==> config.mk <==
export PLATFORM = sky130hd
export DESIGN_NAME = frame_scheduler
export DESIGN_NICKNAME = d
export VERILOG_FILES = /design/src/rtl/frame_scheduler.sv
export SDC_FILE = /design/constraint.sdc
export NUM_CORES = 1
export LEC_CHECK = 0
export BUFFER_PORTS_ARGS = -buffer_cell sky130_fd_sc_hd__buf_2
export CAP_MARGIN = 15
export CORE_MARGIN = 3
export CORE_UTILIZATION = 29
export DETAILED_ROUTE_END_ITERATION = 8
export GPL_ROUTABILITY_DRIVEN = 0
export SLEW_MARGIN = 0
export SYNTH_ARGS = -nofsm -noshare
export SYNTH_HDL_FRONTEND = slang
export SYNTH_SLANG_ARGS = --single-unit
==> constraint.sdc <==
create_clock -name clk -period 2.39 [get_ports clk]
set_clock_uncertainty 0.2 [all_clocks]
set_input_delay 0.717 -clock clk [delete_from_list [all_inputs] [get_ports clk]]
set_output_delay 0.717 -clock clk [all_outputs]
set_load 0.01 [all_outputs]
==> src/rtl/frame_scheduler.sv <==
// ============================================================================
// Module   : frame_scheduler
// Purpose  : Steps through a programmable 8-entry frame table and emits the
//            f_sync/sync pulses that drive a pattern engine. Optional macro
//            FRAME_SCHEDULER_FRAME_CNT_EN adds the completed-frame counter.
// Revision : 1.0
// ============================================================================
`default_nettype none

module frame_scheduler (
  input  logic        clk,
  input  logic        rst,
  input  logic        wr_en,
  input  logic [2:0]  wr_addr,
  input  logic [22:0] wr_data,
  input  logic        start,
  input  logic        stop,
  input  logic        loop_en,
  input  logic [2:0]  num_entries,
  input  logic [4:0]  frame_lines,
  input  logic        line_done,
  output logic        f_sync,
  output logic        sync,
  output logic [2:0]  mode,
  output logic [1:0]  x,
  output logic [1:0]  y,
  output logic [11:0] const_val,
  output logic        busy,
  output logic        done,
  output logic [2:0]  entry_idx,
  output logic [15:0] frame_cnt
);

  typedef enum logic [2:0] {
    S_IDLE       = 3'd0,
    S_LOAD       = 3'd1,
    S_FSYNC      = 3'd2,
    S_LINE_START = 3'd3,
    S_LINE_WAIT  = 3'd4,
    S_FRAME_END  = 3'd5
  } state_t;

  state_t      state_q;
  logic [22:0] table_q [8];
  logic [22:0] entry_w;
  logic        f_sync_q, sync_q, busy_q, done_q, stop_pend_q;
  logic [2:0]  mode_q, entry_idx_q;
  logic [1:0]  x_q, y_q;
  logic [11:0] const_q;
  logic [3:0]  rep_q;
  logic [5:0]  line_cnt_q, line_cnt_d, lines_target;

  always_ff @(posedge clk) begin
    if (rst) begin
      for (int i = 0; i < 8; i++) table_q[i] <= '0;
    end else if (wr_en) begin
      table_q[wr_addr] <= wr_data;
    end
  end

  assign entry_w      = table_q[entry_idx_q];
  assign line_cnt_d   = line_cnt_q + 6'd1;
  // A programmed line count of zero stands for the full 32-line frame.
  assign lines_target = (frame_lines == 5'd0) ? 6'd32 : {1'b0, frame_lines};

  always_ff @(posedge clk) begin
    if (rst) begin
      state_q     <= S_IDLE;
      f_sync_q    <= 1'b0;
      sync_q      <= 1'b0;
      busy_q      <= 1'b0;
      done_q      <= 1'b0;
      stop_pend_q <= 1'b0;
      mode_q      <= '0;
      x_q         <= '0;
      y_q         <= '0;
      const_q     <= '0;
      entry_idx_q <= '0;
      rep_q       <= '0;
      line_cnt_q  <= '0;
    end else begin
      f_sync_q <= 1'b0;
      sync_q   <= 1'b0;
      done_q   <= 1'b0;
      if (stop && (state_q != S_IDLE)) stop_pend_q <= 1'b1;

      case (state_q)
        S_IDLE: begin
          if (start) begin
            state_q     <= S_LOAD;
            entry_idx_q <= '0;
            busy_q      <= 1'b1;
          end
        end
        S_LOAD: begin
          mode_q   <= entry_w[2:0];
          x_q      <= entry_w[4:3];
          y_q      <= entry_w[6:5];
          const_q  <= entry_w[18:7];
          rep_q    <= entry_w[22:19];
          f_sync_q <= 1'b1;
          state_q  <= S_FSYNC;
        end
        S_FSYNC: begin
          line_cnt_q <= '0;
          sync_q     <= 1'b1;
          state_q    <= S_LINE_START;
        end
        S_LINE_START: begin
          state_q <= S_LINE_WAIT;
        end
        S_LINE_WAIT: begin
          if (line_done) begin
            line_cnt_q <= line_cnt_d;
            if (line_cnt_d == lines_target) begin
              state_q <= S_FRAME_END;
            end else begin
              sync_q  <= 1'b1;
              state_q <= S_LINE_START;
            end
          end
        end
        S_FRAME_END: begin
          if (stop_pend_q) begin
            state_q     <= S_IDLE;
            busy_q      <= 1'b0;
            done_q      <= 1'b1;
            stop_pend_q <= 1'b0;
          end else if (rep_q != 4'd0) begin
            rep_q    <= rep_q - 4'd1;
            f_sync_q <= 1'b1;
            state_q  <= S_FSYNC;
          end else if (entry_idx_q < num_entries) begin
            entry_idx_q <= entry_idx_q + 3'd1;
            state_q     <= S_LOAD;
          end else if (loop_en) begin
            entry_idx_q <= '0;
            state_q     <= S_LOAD;
          end else begin
            state_q     <= S_IDLE;
            busy_q      <= 1'b0;
            done_q      <= 1'b1;
            stop_pend_q <= 1'b0;
          end
        end
        default: begin
          state_q <= S_IDLE;
          busy_q  <= 1'b0;
        end
      endcase
    end
  end

`ifdef FRAME_SCHEDULER_FRAME_CNT_EN
  logic [15:0] frame_cnt_q, frame_cnt_d;

  assign frame_cnt_d = (frame_cnt_q == 16'hFFFF) ? frame_cnt_q : frame_cnt_q + 16'd1;

  always_ff @(posedge clk) begin
    if (rst) begin
      frame_cnt_q <= '0;
    end else if ((state_q == S_IDLE) && start) begin
      frame_cnt_q <= '0;
    end else if (state_q == S_FRAME_END) begin
      frame_cnt_q <= frame_cnt_d;
    end
  end

  assign frame_cnt = frame_cnt_q;
`else
  assign frame_cnt = 16'd0;
`endif

  assign f_sync    = f_sync_q;
  assign sync      = sync_q;
  assign mode      = mode_q;
  assign x         = x_q;
  assign y         = y_q;
  assign const_val = const_q;
  assign busy      = busy_q;
  assign done      = done_q;
  assign entry_idx = entry_idx_q;

endmodule

`default_nettype wire

After elaboration in Yosys (flattened, before gate mapping)
Memory sizes are Yosys's and may differ from the RTL's. A register that Yosys moved wholly into a read port is not among the register bits.
Index checks and enable logic that the tools add are counted.
- register bits after elaboration: 40
- latch bits: 0
- bits in writable memories: 184
- memory bits (read-only): 0
- bits of input ports: 41
- output and inout port bits: 42
- memories: 1
- memories (memory ; depth ; bits a word ; read ports ; clocked after memory_dff ; wr ports ; line ; source):
    table_q ; 8 ; 23 ; 1 ; 1 ; 8 ; 44 ; logic [22:0] table_q [8];
- $add $sub $neg: 3
- multipliers: 0
- div/mod/pow operators: 0
- magnitude comparators: 1
- eq/ne operators: 15
- shift operators: 0
- multiplexer cells: 52
- bitwise operators: 2
- reduce and logical (&&, ||, !) cells: 16
- operators with widths (kind ; number):
    2-to-1 mux 3 bit ; 11
    2-to-1 mux 1 bit ; 27
    2-to-1 mux 23 bit ; 1
    OR reduction 23 bit ; 1
    case mux 3 bit (6 select lines) ; 1
    2-to-1 mux 6 bit ; 2
    != test 3 bit, second input constant ; 4
    case mux 6 bit (2 select lines) ; 1
    != test 2 bit, second input constant ; 5
    AND reduction 5 bit ; 2
    2-to-1 mux 4 bit ; 2
    case mux 4 bit (2 select lines) ; 1
    adder 6 x 1 -> 6 bit, second input constant ; 1
    equality test 3 x 2 -> 1 bit, second input constant ; 2
    equality test 3 bit, second input constant ; 2
    equality test 6 bit ; 1
    case mux 3 bit (2 select lines) ; 1
    nonzero test 2 bit ; 3
    logical NOT 5 bit ; 1
    2-to-1 mux 2 bit ; 2
    case mux 1 bit (2 select lines) ; 2
    AND reduction 2 bit ; 2
    nonzero test 4 bit ; 1
    OR reduction 4 bit ; 1
    other kinds (11) ; 12

Depth between registers and ports, before layout
Gate-level depths: netlist (run 1).
- word-level depth: 8
- mapped depth: 7
- gate-level depth less buffers: 7

Worst setup path before layout (run 1)
Ideal clock, no wire load.
- path kind: input port to flip-flop
- start: input wr_addr[1]
- end: memory table_q[0][0], enable pin
- arrival: 1.867 ns
- required time: 1.835 ns
- path slack: -0.032 ns
- stages: 3
- path buffers: 0
- path through: or3b_1 nor3_1 or2_2
- RTL lines (element ; line ; source):
    start, declared ; 14 ; input logic [2:0] wr_addr,
    end, declared ; 44 ;

==> summary.txt, run 1 <==
Outcome
  – Outcome: complete, no violations

Synth
  – Count of cell types in the netlist: 46
  – Syn_area_per_cell: between 10 and 15 sq um
  – Synth area leader: edfxtp_1
  – Post-synthesis sequential area ratio: 62.2%
  – Async set-reset flop share out of synthesis: 0%
  – Post-Synthesis Cells: ~740
  – EDFF count, synth: around 180
  – Most common flop cell mapped by yosys: edfxtp_1
  – Synth warnings: 0
  – Mapped Area: about 0.01 sq mm
  – Share of the synthesized area in the top cell type: 53.8%
  – Top cells by area, synth: edfxtp_1 (54%), and2_1 (11%), mux4_2 (10%)
  – Number of synthesized register bits: about 230

Route
  – 1st-pass router iterations: 5
  – Post-DRT Antenna Nets: 0
  – Top Metal Used: met5
  – Drc violations: 0
  – DR vias/cell: around 4.6
  – Drt wl/cell: approximately 18 um
  – Initial DRC count: 420
  – M1 WL: 10200 um
  – DR vias: about 5900
  – Routed length on met2: 11900 um
  – Met3 WL: approximately 1300 um
  – Routed wire length: around 24000 um

Global routing
  – GRT overflow: 0
  – Via count of the first global-routing pass: 6182
  – First-pass GRT wire length: 37100 um
  – Pin count of the biggest net entering global routing: 39
  – Initial antenna violation count: 2
  – Total GRT Usage: between 10% and 20%

Worst setup path
  – CP max stage cell: dfxtp_4
  – Setup Crit Path Kind: reg2reg
  – Worst endpoint data arrival time: about 2.3 ns
  – Worst Path Max Fanout: 18
  – Crit start category: flop
  – Worst path required time: between 2 and 3 ns
  – Worst Setup End Kind: flop
  – Crit-path cells: buf_12 -> mux4_2 -> mux2i_1 -> a211oi_1
  – Worst path max stage delay: just over 0.6 ns

Die
  – Rows: 68
  – I/O Pins: 83
  – Core Box Area: approximately 0.035 sq mm
  – Die X: 194 um
  – DIE AREA: between 0.03 and 0.04 sq mm
  – Die height: a little under 200 um
  – Initial core utilization: between 20 and 30%

Timing
  – RSZ-0062 raised after global routing: no
  – Final number of setup-violating endpoints: 0
  – Min setup slack post-route: roughly 0.31 ns
  – Final TNS setup: 0 ns
  – Maximum clock frequency: ~480 MHz
  – Period minus WS final: approximately 2.1 ns
  – Fin Hold WS: roughly 0.27 ns
  – Slew Limit Fails: 0
  – Final hold viol count: 0
  – Fin crit share: just under 90%

Clock tree
  – CTS Sinks: between 200 and 250
  – Resize count post-CTS: 0
  – Clock latency on the worst-skew pair: 0.52 ns
  – Clock Pin Slew Worst Setup and Hold Paths: 0.07 ns
  – Post-CTS Hold Buffers: 0
  – Clock buffer depth: 3
  – Post-CTS setup buffer count: 0
  – Htree depth: 1
  – Clk root buf: clkbuf_16
  – TritonCTS clock tree: done
  – Num CTS Buffers: 24

Cells and area
  – Sequential Area: approximately 0.0064 sq mm
  – Final Cell Area: ~0.012 sq mm
  – Number of fill cells: between 3000 and 4000
  – Antenna diodes: 0
  – Final #Nets: just under 900
  – Multi-input gate area: around 0.0036 sq mm
  – Share of layout cells above drive strength 1: between 20 and 25%
  – Area delta synth->final: 19.7%

Placement
  – Port bufs: 66
  – Dpl cell area: 0.0115 sq mm
  – DP HPWL: between 15000 and 20000 um
  – Dpl ws: -0.113 ns

Power and ir drop
  – Power per standard cell area: around 760 mW/mm^2
  – Pwr Total: approximately 9400 uW
  – Leak: 0.00434 uW
  – Worst vdd ir: approximately 0.0004 V

Min path
  – Hold Crit Class: in2reg

Flow run
  – Max_cap viols: 0
## kinds of logic (layout without fill, tap and decap cells)
| kind of cell | after synthesis | in the layout | synth area share (%) |
|---|---|---|---|
| and+or+nand+nor | 292 | 292 | 16.6 |
| DFF | 227 | 227 | 62.2 |
| muxes | 70 | 70 | 12.4 |
| buffers and inverters | 67 | 164 | 3.23 |
| AOI/OAI and AO/OA | 64 | 64 | 4.02 |
| xor gates and xnor gates | 8 | 8 | 0.683 |
| adders and majority gates | 6 | 6 | 0.731 |
| other | 1 | 16 | 0.0365 |
## path summary, 6_finish.rpt
path	startpoint	endpoint	slack [ns]	cells after the start
hold / removal	line_done	state_q[2]	0.27	2
setup / recovery	flop	mode[2]	0.31	4
hold reg to reg	rep_q[1]	rep_q[1]	0.28	2
setup reg to reg	flop	mode[2]	0.31	4
## state kept, by name, indices dropped and copies added, names as in the netlist, 3 cells and up, named ones only
signal	flops
const_val	12
entry_idx	3
line_cnt_q	6
mode	3
rep_q	4
state_q	3
table_q	184
## routing by layer
metal  GRT usage [%]  vias up
met4            3.22        4
met5               0        -
met2            21.9      144
met1            16.3     2924
li1                -     2839
met3            2.12       35
## metrics by stage
step / std cells / util [%]
global route: 1302 / 35.4
CTS: 1302 / 35.4
global placement: 1258 / 33.1
detailed placement: 1258 / 33.1
floorplan: 750 / -
finish: 1302 / 35.4
## power by group
part | internal [uW] | switching, uW
clock | 2240 | 1570
combinational | 434 | 483
sequential | 4540 | 123
total | 7220 | 2180
## critical path, delay by kind of cell, from the launching register on
kind,cells,cell delay (ns)
multiplexers,2,0.79
flip-flops,1,0.62
buffers and inverters,1,0.22
AO/OA/AOI/OAI,1,0.12
## cell type report
type	instances	share of cell area, %
Inverter	9	0.275
Sequential cell	227	52.0
Timing Repair Buffer	111	7.07
Multi-Input combinational cell	456	29.5
Clock buffer	32	5.30
Tap cell	455	4.63
Clock inverter	12	1.20
## synthesized netlist by cell type (4+ instances only)
cell type	number
nor3_1	11
a21oi_1	15
buf_2	4
and3_1	4
nand3b_1	4
inv_1	8
dfxtp_1	43
clkbuf_1	29
a211oi_1	20
and2_1	184
ha_1	6
mux4_2	46
buf_4	20
o21ai_1	7
buf_1	5
nand3_1	7
edfxtp_1	184
mux2i_1	23
or2_2	9
nor3b_1	4
nor2_1	41
nand2_1	12
nand2b_1	5
o21ai_0	5
xnor2_1	6
## cell usage in the layout (no fill, tap or decap), types with 5 or more instances in the layout
cell type	instances
edfxtp_1	184
nand2b_1	5
conb_1	16
clkbuf_1	6
mux4_2	46
inv_1	8
ha_1	6
o21ai_1	7
buf_12	16
or2_2	8
a211oi_1	20
nor3_1	9
xnor2_1	6
clkbuf_16	24
a21oi_1	15
and2_1	184
buf_4	29
dfxtp_1	41
nor2_1	40
mux2i_1	23
nand3_1	7
nand2_1	12
o21ai_0	5
buf_2	66
Note: power is estimated with default switching activity, not from simulation.
==> inputs of run 2 (changes only) <==
--- a/config.mk
+++ b/config.mk
@@ -11,6 +11,7 @@
 export CORE_UTILIZATION = 29
 export DETAILED_ROUTE_END_ITERATION = 8
 export GPL_ROUTABILITY_DRIVEN = 0
+export MAX_ROUTING_LAYER = met4
 export SLEW_MARGIN = 0
 export SYNTH_ARGS = -nofsm -noshare
 export SYNTH_HDL_FRONTEND = slang
==> summary.txt, run 2 (synthesis gave the netlist of run 1 again) <==
Clock tree
  – CTS Sinks: 227 (unchanged)
  – Post-CTS setup buffer count: 0 (unchanged)
  – Clk root buf: clkbuf_16
  – Htree depth: 1 (unchanged)
  – Num CTS Buffers: 24 (unchanged)
  – TritonCTS clock tree: done
  – Post-CTS Hold Buffers: 0 (unchanged)
  – Clock latency on the worst-skew pair: 0.52 ns (about the same)
  – Clock buffer depth: 3 (unchanged)
  – Resize count post-CTS: 0 (unchanged)
  – Clock Pin Slew Worst Setup and Hold Paths: 0.07 ns (about the same)

Global routing
  – First-pass GRT wire length: 37100 um (about the same)
  – Pin count of the biggest net entering global routing: 39 (unchanged)
  – GRT overflow: 0 (unchanged)
  – Total GRT Usage: 12.9% (+0.38 points)
  – Via count of the first global-routing pass: 6181 (-0.016%)
  – Initial antenna violation count: 2 (unchanged)

Power and ir drop
  – Gate power share: 9.8% (about the same)
  – Worst vdd ir: 0.000398 V (-0.23%)
  – Share of power burned in registers: 49.7% (about the same)
  – Power per standard cell area: 763 mW/mm^2 (-0.16%)
  – P_sw: 2170 uW (-0.49%)
  – Int Pwr: 7220 uW (about the same)
  – Sw Share: 23.1% (-0.087 points)
  – Leak: 0.00434 uW (about the same)
  – Clock share of power: 40.5% (about the same)

Min path
  – Hold Crit Class: reg2reg

Route
  – Drt wl/cell: 18.3 um (-0.31%)
  – DR vias: 5962 (+0.27%)
  – 1st-pass router iterations: 4 (-1)
  – Post-DRT Antenna Nets: 0 (unchanged)
  – Initial DRC count: 457 (+8.8%)
  – Routed wire length: 23900 um (-0.15%)
  – Drc violations: 0 (unchanged)
  – DR vias/cell: 4.57 (+0.12%)

Worst setup path
  – Worst path required time: 2.57 ns (about the same)
  – Worst endpoint data arrival time: 2.26 ns (about the same)
  – Crit-path cells: buf_12 -> mux4_2 -> mux2i_1 -> a211oi_1
  – Worst Setup End Kind: flop
  – CP max stage cell: dfxtp_4
  – Crit start category: flop
  – Setup Crit Path Kind: reg2reg
  – Worst path max stage delay: 0.62 ns (about the same)
  – Worst Path Max Fanout: 18 (unchanged)

Placement
  – DP HPWL: 15000 um (unchanged)
  – Dpl cells: 1258 (unchanged)
  – Port bufs: 66 (unchanged)

Die
  – Die height: 194 um (unchanged)
  – Core Box Area: 0.0347 sq mm (unchanged)
  – Initial core utilization: 29.6% (unchanged)
  – I/O Pins: 83 (unchanged)
  – Rows: 68 (unchanged)
  – DIE AREA: 0.0377 sq mm (unchanged)
  – Die X: 194 um (unchanged)

Timing
  – Fin crit share: 87.0% (-0.18 points)
  – Maximum clock frequency: 481 MHz (+0.20%)
  – Final hold viol count: 0 (unchanged)
  – Final number of setup-violating endpoints: 0 (unchanged)
  – Fin Hold WS: 0.276 ns (+0.00188 ns)
  – RSZ-0062 raised after global routing: no
  – Slew Limit Fails: 0 (unchanged)
  – Period minus WS final: 2.08 ns (-0.00422 ns)

Outcome
  – Outcome: complete, no violations

Flow run
  – Max_cap viols: 0 (unchanged)

Cells and area
  – Final non-filler cell total: 1304 (+0.15%)
  – Max reg flops: 184 (unchanged)
  – Most flops, register: table_q
  – Sequential Area: 0.00639 sq mm (unchanged)
  – Share of layout cells above drive strength 1: 24.8% (unchanged)
  – Area delta synth->final: 19.7% (about the same)
  – Multi-input gate area: 0.00362 sq mm (unchanged)
  – Number of fill cells: 3372 (-0.030%)
  – Final #Nets: 876 (unchanged)
  – Commonest non-fill, non-tap cells in the layout: and2_1 (184), edfxtp_1 (184), buf_2 (66)
run 2: cell count changes in the layout (fill, tap and decap cells not counted):
cell and delta:
diode_2 +2
run 2: worst paths after layout:
check | cells after the start | endpoint | start | slack [ns]
max | 4 | mode[2] | flop | 0.31
max reg2reg | 4 | mode[2] | flop | 0.31
min reg2reg | 2 | rep_q[1] | rep_q[1] | 0.28
min | 2 | rep_q[1] | rep_q[1] | 0.28
run 2: per-layer routing:
metal	vias up	GRT usage (%)	wire (um)
li1	2844	-	-
met3	33	2.15	1140
met1	2959	16.3	10500
met5	-	-	0
met2	126	21.8	11800
met4	0	3.22	456
run 2: stage by stage:
stage,total power (uW),setup WS (ns),util [%],TNS (ns),instance area [sq um]
2_1_floorplan,5280,0.0675,-,0,10300
3_3_place_gp,5660,-0.0853,33.1,-0.175,11500
3_5_place_dp,5690,-0.113,33.1,-0.211,11500
4_1_cts,9500,0.243,35.4,0,12300
5_1_grt,9760,0.175,35.4,0,12300
6_report,9380,0.310,35.4,0,12300
run 2: cell type report:
| type | instances | share of cell area, % |
|---|---|---|
| clock buffer | 32 | 5.29 |
| tap | 455 | 4.63 |
| sequential | 227 | 52.0 |
| antenna | 2 | 0.0407 |
| inverter | 9 | 0.275 |
| multi-input combinational | 456 | 29.5 |
| timing repair buffer | 111 | 7.07 |
| clock inverter | 12 | 1.20 |
run 2: worst max-delay path: cells and delay by family, from the launching register on:
kind            cells  cell delay, ns
compound gates      1            0.12
mux                 2            0.79
buf+inv             1            0.22
flops               1            0.62
run 2: power by group through the flow:
stage,logic (uW),clock network (uW),registers [uW]
final,918,3800,4660
after global routing,1020,4050,4690
after CTS,938,3890,4670
after detailed placement,936,0,4750
after global placement,923,0,4740
after floorplan,572,0,4710
